`config.mk`:
```
export PLATFORM = sky130hd
export DESIGN_NAME = fir_tap_sequencer
export DESIGN_NICKNAME = d
export VERILOG_FILES = /design/src/rtl/fir_pkg.sv /design/src/rtl/dpram.sv /design/src/rtl/fir_tap_sequencer.sv
export SDC_FILE = /design/constraint.sdc
export NUM_CORES = 2
export LEC_CHECK = 0
export ABC_CLOCK_PERIOD_IN_PS = 10350
export CAP_MARGIN = 20
export CORE_AREA = 4 4 808 810
export CTS_BUF_LIST = sky130_fd_sc_hd__clkbuf_4 sky130_fd_sc_hd__clkbuf_8 sky130_fd_sc_hd__clkbuf_16
export CTS_CLUSTER_SIZE = 20
export DETAILED_ROUTE_END_ITERATION = 6
export DIE_AREA = 0 0 812 814
export PLACE_DENSITY = 0.34
export RECOVER_POWER = 100
export SKIP_CTS_REPAIR_TIMING = 1
export SLEW_MARGIN = 30
export SYNTH_ARGS = -nofsm -noshare
export SYNTH_HDL_FRONTEND = slang
export SYNTH_HIERARCHICAL = 1
export SYNTH_SLANG_ARGS = --single-unit
```
`constraint.sdc`:
```
create_clock -name ck -period 10.35 [get_ports ck]
set_input_delay 1.035 -clock ck [delete_from_list [all_inputs] [get_ports ck]]
set_output_delay 1.035 -clock ck [all_outputs]
set_load 0.05 [all_outputs]
```
`src/rtl/fir_pkg.sv`:
```
// Shared definitions for the FIR datapath: sequencer state encoding and the
// tap-index width helper used by the sequencer, coefficient ROM and MAC.
package fir_pkg;

    typedef logic [1:0] state_t;

    localparam state_t CLEAR = 2'd0;
    localparam state_t IDLE  = 2'd1;
    localparam state_t READ  = 2'd2;
    localparam state_t DRAIN = 2'd3;

    // Width of a tap index for a filter of 'taps' taps, never less than one bit.
    function automatic int tap_width(input int taps);
        return (taps <= 2) ? 1 : $clog2(taps);
    endfunction

endpackage

```
`src/rtl/dpram.sv`:
```
// Simple dual-port RAM: one synchronous write port, one registered read port.
// Contents are not reset; the sequencer zero-fills it after reset.
module dpram #(
    parameter int BITS   = 16,
    parameter int SIZE   = 256,
    parameter int AWIDTH = $clog2(SIZE)
) (
    input  logic              ck,
    input  logic              we,
    input  logic [AWIDTH-1:0] waddr,
    input  logic [BITS-1:0]   wdata,
    input  logic              re,
    input  logic [AWIDTH-1:0] raddr,
    output logic [BITS-1:0]   rdata
);

    logic [BITS-1:0] mem [SIZE];

    // Write port
    always_ff @(posedge ck) begin
        if (we) mem[waddr] <= wdata;
    end

    // Registered read port; data appears the cycle after re
    always_ff @(posedge ck) begin
        if (re) rdata <= mem[raddr];
    end

endmodule

```
`src/rtl/fir_tap_sequencer.sv`:
```
// Circular-buffer tap sequencer for an FIR filter. Each accepted sample is
// written into a delay line, then the newest TAPS samples are streamed out
// newest first with their tap index. The delay line is zero-filled after reset.
// Optional feature: define FIR_TAP_SEQUENCER_OVERRUN_EN to add the sticky
// 'overrun' output flagging samples dropped while busy.
//
// Handshake: in_valid is a one-cycle strobe accepted only when busy=0; there
// is no backpressure on the output side -- out_valid marks each tap word and
// the downstream stage must take it in that cycle.
module fir_tap_sequencer
    import fir_pkg::*;
#(
    parameter int BITS   = 16,
    parameter int SIZE   = 256,
    parameter int TAPS   = 32,
    parameter int AWIDTH = $clog2(SIZE),
    parameter int TWIDTH = tap_width(TAPS)
) (
    input  logic              ck,
    input  logic              rst,
    input  logic              in_valid,
    input  logic [BITS-1:0]   in_data,
    output logic              busy,
    output logic              out_valid,
    output logic [BITS-1:0]   out_data,
    output logic [TWIDTH-1:0] out_tap,
    output logic              out_last
`ifdef FIR_TAP_SEQUENCER_OVERRUN_EN
    ,
    output logic              overrun
`endif
);

    localparam logic [AWIDTH-1:0] A_ONE  = 1;
    localparam logic [TWIDTH-1:0] T_ONE  = 1;
    localparam logic [AWIDTH-1:0] A_LAST = AWIDTH'(SIZE - 1);
    localparam logic [TWIDTH-1:0] T_LAST = TWIDTH'(TAPS - 1);

    state_t state, state_nx;

    logic [AWIDTH-1:0] wptr;
    logic [AWIDTH-1:0] base;
    logic [AWIDTH-1:0] clr_addr;
    logic [TWIDTH-1:0] k;

    logic              we;
    logic [AWIDTH-1:0] waddr;
    logic [BITS-1:0]   wdata;
    logic              re;
    logic [AWIDTH-1:0] raddr;
    logic [BITS-1:0]   rdata;

    logic              rd_valid;
    logic [TWIDTH-1:0] tap_q;
    logic              last_q;

    logic accept;
    logic k_last;
    logic clr_last;

    assign accept   = (state == IDLE) && in_valid;
    assign k_last   = (k == T_LAST);
    assign clr_last = (clr_addr == A_LAST);

    // State register; reset always restarts the zero-fill
    always_ff @(posedge ck) begin
        if (rst) state <= CLEAR;
        else     state <= state_nx;
    end

    // Next-state logic
    always_comb begin
        state_nx = state;
        case (state)
            CLEAR:   if (clr_last) state_nx = IDLE;
            IDLE:    if (in_valid) state_nx = READ;
            READ:    if (k_last)   state_nx = DRAIN;
            DRAIN:   state_nx = IDLE;
            default: state_nx = CLEAR;
        endcase
    end

    // RAM port control and busy, decoded from state
    always_comb begin
        busy  = (state != IDLE);
        we    = 1'b0;
        waddr = wptr;
        wdata = in_data;
        re    = 1'b0;
        raddr = base - AWIDTH'(k);
        case (state)
            CLEAR: begin
                we    = 1'b1;
                waddr = clr_addr;
                wdata = '0;
            end
            IDLE:    we = in_valid;
            READ:    re = 1'b1;
            default: ;
        endcase
    end

    // Pointers and tap counter; addresses wrap naturally at AWIDTH bits
    always_ff @(posedge ck) begin
        if (rst) begin
            wptr     <= '0;
            base     <= '0;
            clr_addr <= '0;
            k        <= '0;
        end else begin
            if (state == CLEAR) clr_addr <= clr_addr + A_ONE;
            if (accept) begin
                base <= wptr;
                wptr <= wptr + A_ONE;
                k    <= '0;
            end
            if (state == READ) k <= k + T_ONE;
        end
    end

    // Tag each read with its tap index so it lines up with the RAM output
    always_ff @(posedge ck) begin
        if (rst) begin
            rd_valid <= 1'b0;
            tap_q    <= '0;
            last_q   <= 1'b0;
        end else begin
            rd_valid <= re;
            tap_q    <= re ? k : '0;
            last_q   <= re && k_last;
        end
    end

    assign out_valid = rd_valid;
    assign out_tap   = tap_q;
    assign out_last  = last_q;
    // RAM output register is not reset, so hold data low outside valid words
    assign out_data  = rd_valid ? rdata : '0;

`ifdef FIR_TAP_SEQUENCER_OVERRUN_EN
    // Sticky flag for any strobe that arrived while busy
    always_ff @(posedge ck) begin
        if (rst)                   overrun <= 1'b0;
        else if (in_valid && busy) overrun <= 1'b1;
    end
`endif

    dpram #(
        .BITS   (BITS),
        .SIZE   (SIZE),
        .AWIDTH (AWIDTH)
    ) u_ram (
        .ck    (ck),
        .we    (we),
        .waddr (waddr),
        .wdata (wdata),
        .re    (re),
        .raddr (raddr),
        .rdata (rdata)
    );

endmodule
```
==> impl_metrics.env <==
export IMPL_outcome="complete, but fails checks"
export IMPL_failed_checks="capacitance limit, slew limit"
export IMPL_grt_use_total_pct=16.06
export IMPL_dpl_cell_area_sq_um=174400
export IMPL_cts_clk_slew_worst_paths_ns=0.06
export IMPL_yosys_warnings=6
export IMPL_io_pins=43
export IMPL_pre_cts_ws_ns=4.414
export IMPL_gp_congestion=0.7727
export IMPL_critPathMaxStageDelay_ns=1.43
export IMPL_synth_edff_count=4112
export IMPL_drt_total_wl_mm=545.7
export IMPL_timing_max_cap_violations=184
export IMPL_fin_crit_ns=7.977
export IMPL_total_power_mw=40.37
export IMPL_slew_viol_final=4469
export IMPL_syn_avg_cell_area_sq_um=21.16
export IMPL_worst_slack_ns=2.373
export IMPL_area_growth_pct=16.89
export IMPL_grt_pass1_wl_mm=738.6
export IMPL_cts_made_buffers=472
export IMPL_vias=80517
export IMPL_detail_route_iter0_violations=7794
export IMPL_power_internal_mw=30.11
export IMPL_drc=0
export IMPL_fin_skew_ns=0.05410
export IMPL_combinationalPowerShare_pct=10.8
export IMPL_seq_area_sq_um=124200
export IMPL_power_density_nw_per_um2=214.6
export IMPL_synth_nets=7639
export IMPL_clk_insertion_delay_late_ns=1.05
export IMPL_final_cell_mix="edfxtp_1, mux4_2, mux2i_1"
export IMPL_overflow=0
export IMPL_clockPowerShare_pct=40.5
export IMPL_dieArea_sq_um=661000
export IMPL_first_global_vias=81745
export IMPL_holdWs_ns=0.4699
export IMPL_cts_buffer_depth=4
export IMPL_wl_per_cell_um=31.85
export IMPL_period_share_pct=77.07
export IMPL_irDropWorstVdd_v=0.0001404
export IMPL_power_frac_seq_pct=48.8
export IMPL_cp_max_fo=60
export IMPL_die_h_um=814
export IMPL_htreeDepth=5
export IMPL_layout_drive_gt1_share_pct=23.36
export IMPL_synth_ff_type="edfxtp_1"
export IMPL_fin_cells=17131
export IMPL_synthAdderAreaFrac_pct=0.1057
export IMPL_rsz0062_at_grt="false"
export IMPL_cts_sinks=4150
export IMPL_tightestPinTransition_ns=5.059
export IMPL_slowest_stage="nand2b_1"
export IMPL_critPathLaunchType="register"
export IMPL_synth_top_family_by_area="multiplexers"
export IMPL_synthDistinctLibCells=65
export IMPL_path_class="register to register"
export IMPL_hold_viol_final=0
export IMPL_cts_tree="yes"
export IMPL_slew_headroom_pct=-237.2
export IMPL_final_area_sq_um=188100
export IMPL_yosys_area_share_simple_pct=1.925
export IMPL_synth_mux_area_share_pct=15.35
export IMPL_multi_input_area_sq_um=34550
export IMPL_vias_per_cell=4.700
export IMPL_crit_chain="inv_1 > ha_1 > fa_1 > inv_8 > buf_12 > nand2b_1 > clkbuf_1 > o221ai_1 > a21oi_1 > nor2_1 > nand4_1 > nor4_1"
export IMPL_setup_viol=0
export IMPL_cts_root_buffer="clkbuf_16"
export IMPL_synth_async_reset_ratio_pct=0
export IMPL_critical_path_required_ns=11.18
export IMPL_crit_path_end_kind="register"
export IMPL_power_leakage_nw=55.33
export IMPL_core_region_area_sq_um=644800
export IMPL_netlist_area_sq_um=161000
export IMPL_fmax_mhz=125.4
export IMPL_synth_seq_cells=4150
export IMPL_dp_cells=16214
export IMPL_dp_hpwl_mm=325.1
export IMPL_grt_max_degree=192
export IMPL_io_buffers=42
export IMPL_num_fill_cells=62963
export IMPL_drtAntennaViolNets=0
export IMPL_rows=295
export IMPL_initial_utilization_pct=24.96
export IMPL_postSynthCellCount=7607
export IMPL_p_switching_mw=10.27
export IMPL_ys_seq_area_share_pct=77.18
export IMPL_synth_compound_area_share_pct=3.616
export IMPL_fin_setup_tns_ns=0
export IMPL_p_sw_share_pct=25.43
export IMPL_die_w_um=812
export IMPL_mostFrequentLayoutCell="edfxtp_1"
export IMPL_nets=8118
export IMPL_cp_arrival_ns=8.80
export IMPL_synth_xor_area_share_pct=0.09250
export IMPL_postLayoutCoreUtil_pct=29.18
export IMPL_hp_class="register to register"
export IMPL_firstDrtPassIters=5
export IMPL_antenna_found_initial=45
## cell type report
class,instances,share of cell area (%)
tap,8613,5.728
multi-input combinational,2977,18.36
clock inverter,304,1.377
timing repair buffer,468,1.720
inverter,17,0.04855
clock buffer,570,6.687
sequential,4150,66.03
antenna,32,0.04256
## power groups by stage
stage / Combinational [mW] / Clock, mW / Sequential, mW
2_1_floorplan: 2.22 / 0 / 20.3
3_3_place_gp: 4.45 / 0 / 20.0
4_1_cts: 4.56 / 16.9 / 19.6
5_1_grt: 4.65 / 17.6 / 19.7
6_report: 4.35 / 16.3 / 19.7
3_5_place_dp: 4.56 / 0 / 20.0
## cell families after synthesis
kind of cell	Yosys count
xor+xnor	17
compound gates	817
mux	1460
simple gates	670
fa+ha+maj	13
flops	4150
buf+inv	480
## metal layers
metal,vias up,share of wire [%],global-route usage [%]
li1,33208,-,-
met1,44593,47,23.67
met2,2119,46,25.38
met3,593,4.6,2.123
met4,4,2.3,3.319
met5,-,0.0049,0
## final timing paths
kind              startpoint             end  slack [ns]  cells after the start
setup reg to reg     base[0]  u_ram/rdata[8]        2.37                     12
hold / removal       base[3]         base[3]        0.47                      2
setup / recovery     base[0]  u_ram/rdata[8]        2.37                     12
hold reg to reg      base[3]         base[3]        0.47                      2
## registers in the layout, summed over array words and instances (netlist names)
register     cells
base             8
state            2
u_ram/rdata     16
u_ram/mem     4096
out_tap          5
out_last         1
out_valid        1
wptr             8
k                5
clr_addr         8
## cell usage after synthesis (12+ instances only)
cell type	instances	area, sq um
and2_1	19	118.9
mux4_2	797	17950
buf_2	81	405.4
edfxtp_1	4112	123500
a21oi_1	192	960.9
clkbuf_1	235	882.1
o22ai_1	148	925.9
nor4_1	17	106.4
mux2i_1	567	5675
inv_1	15	56.30
mux2_2	96	1081
buf_4	26	195.2
nor3_1	100	500.5
nand2_1	65	244.0
o21ai_0	41	205.2
o32ai_1	20	175.2
dfxtp_1	38	760.7
o221ai_1	252	2207
a221oi_1	28	245.2
nand3_1	42	210.2
ha_1	12	150.1
a22o_1	32	280.3
o31ai_1	16	120.1
buf_6	77	867.1
xor2_1	13	113.9
nand4_1	32	200.2
nor2_1	323	1212
nor2b_1	27	168.9
buf_1	28	105.1
and3_1	13	81.33
a211oi_1	19	142.6
a22oi_1	43	322.8
## worst max-delay path: cells and delay by family, from the launching register on
kind | cells | cell delay [ns]
AOI/OAI and AO/OA | 2 | 1.10
adders and majority gates | 2 | 0.76
buffers and inverters | 4 | 2.10
DFF | 1 | 0.35
and+or+nand+nor | 4 | 3.12
(Power assumes the default switching activity.)
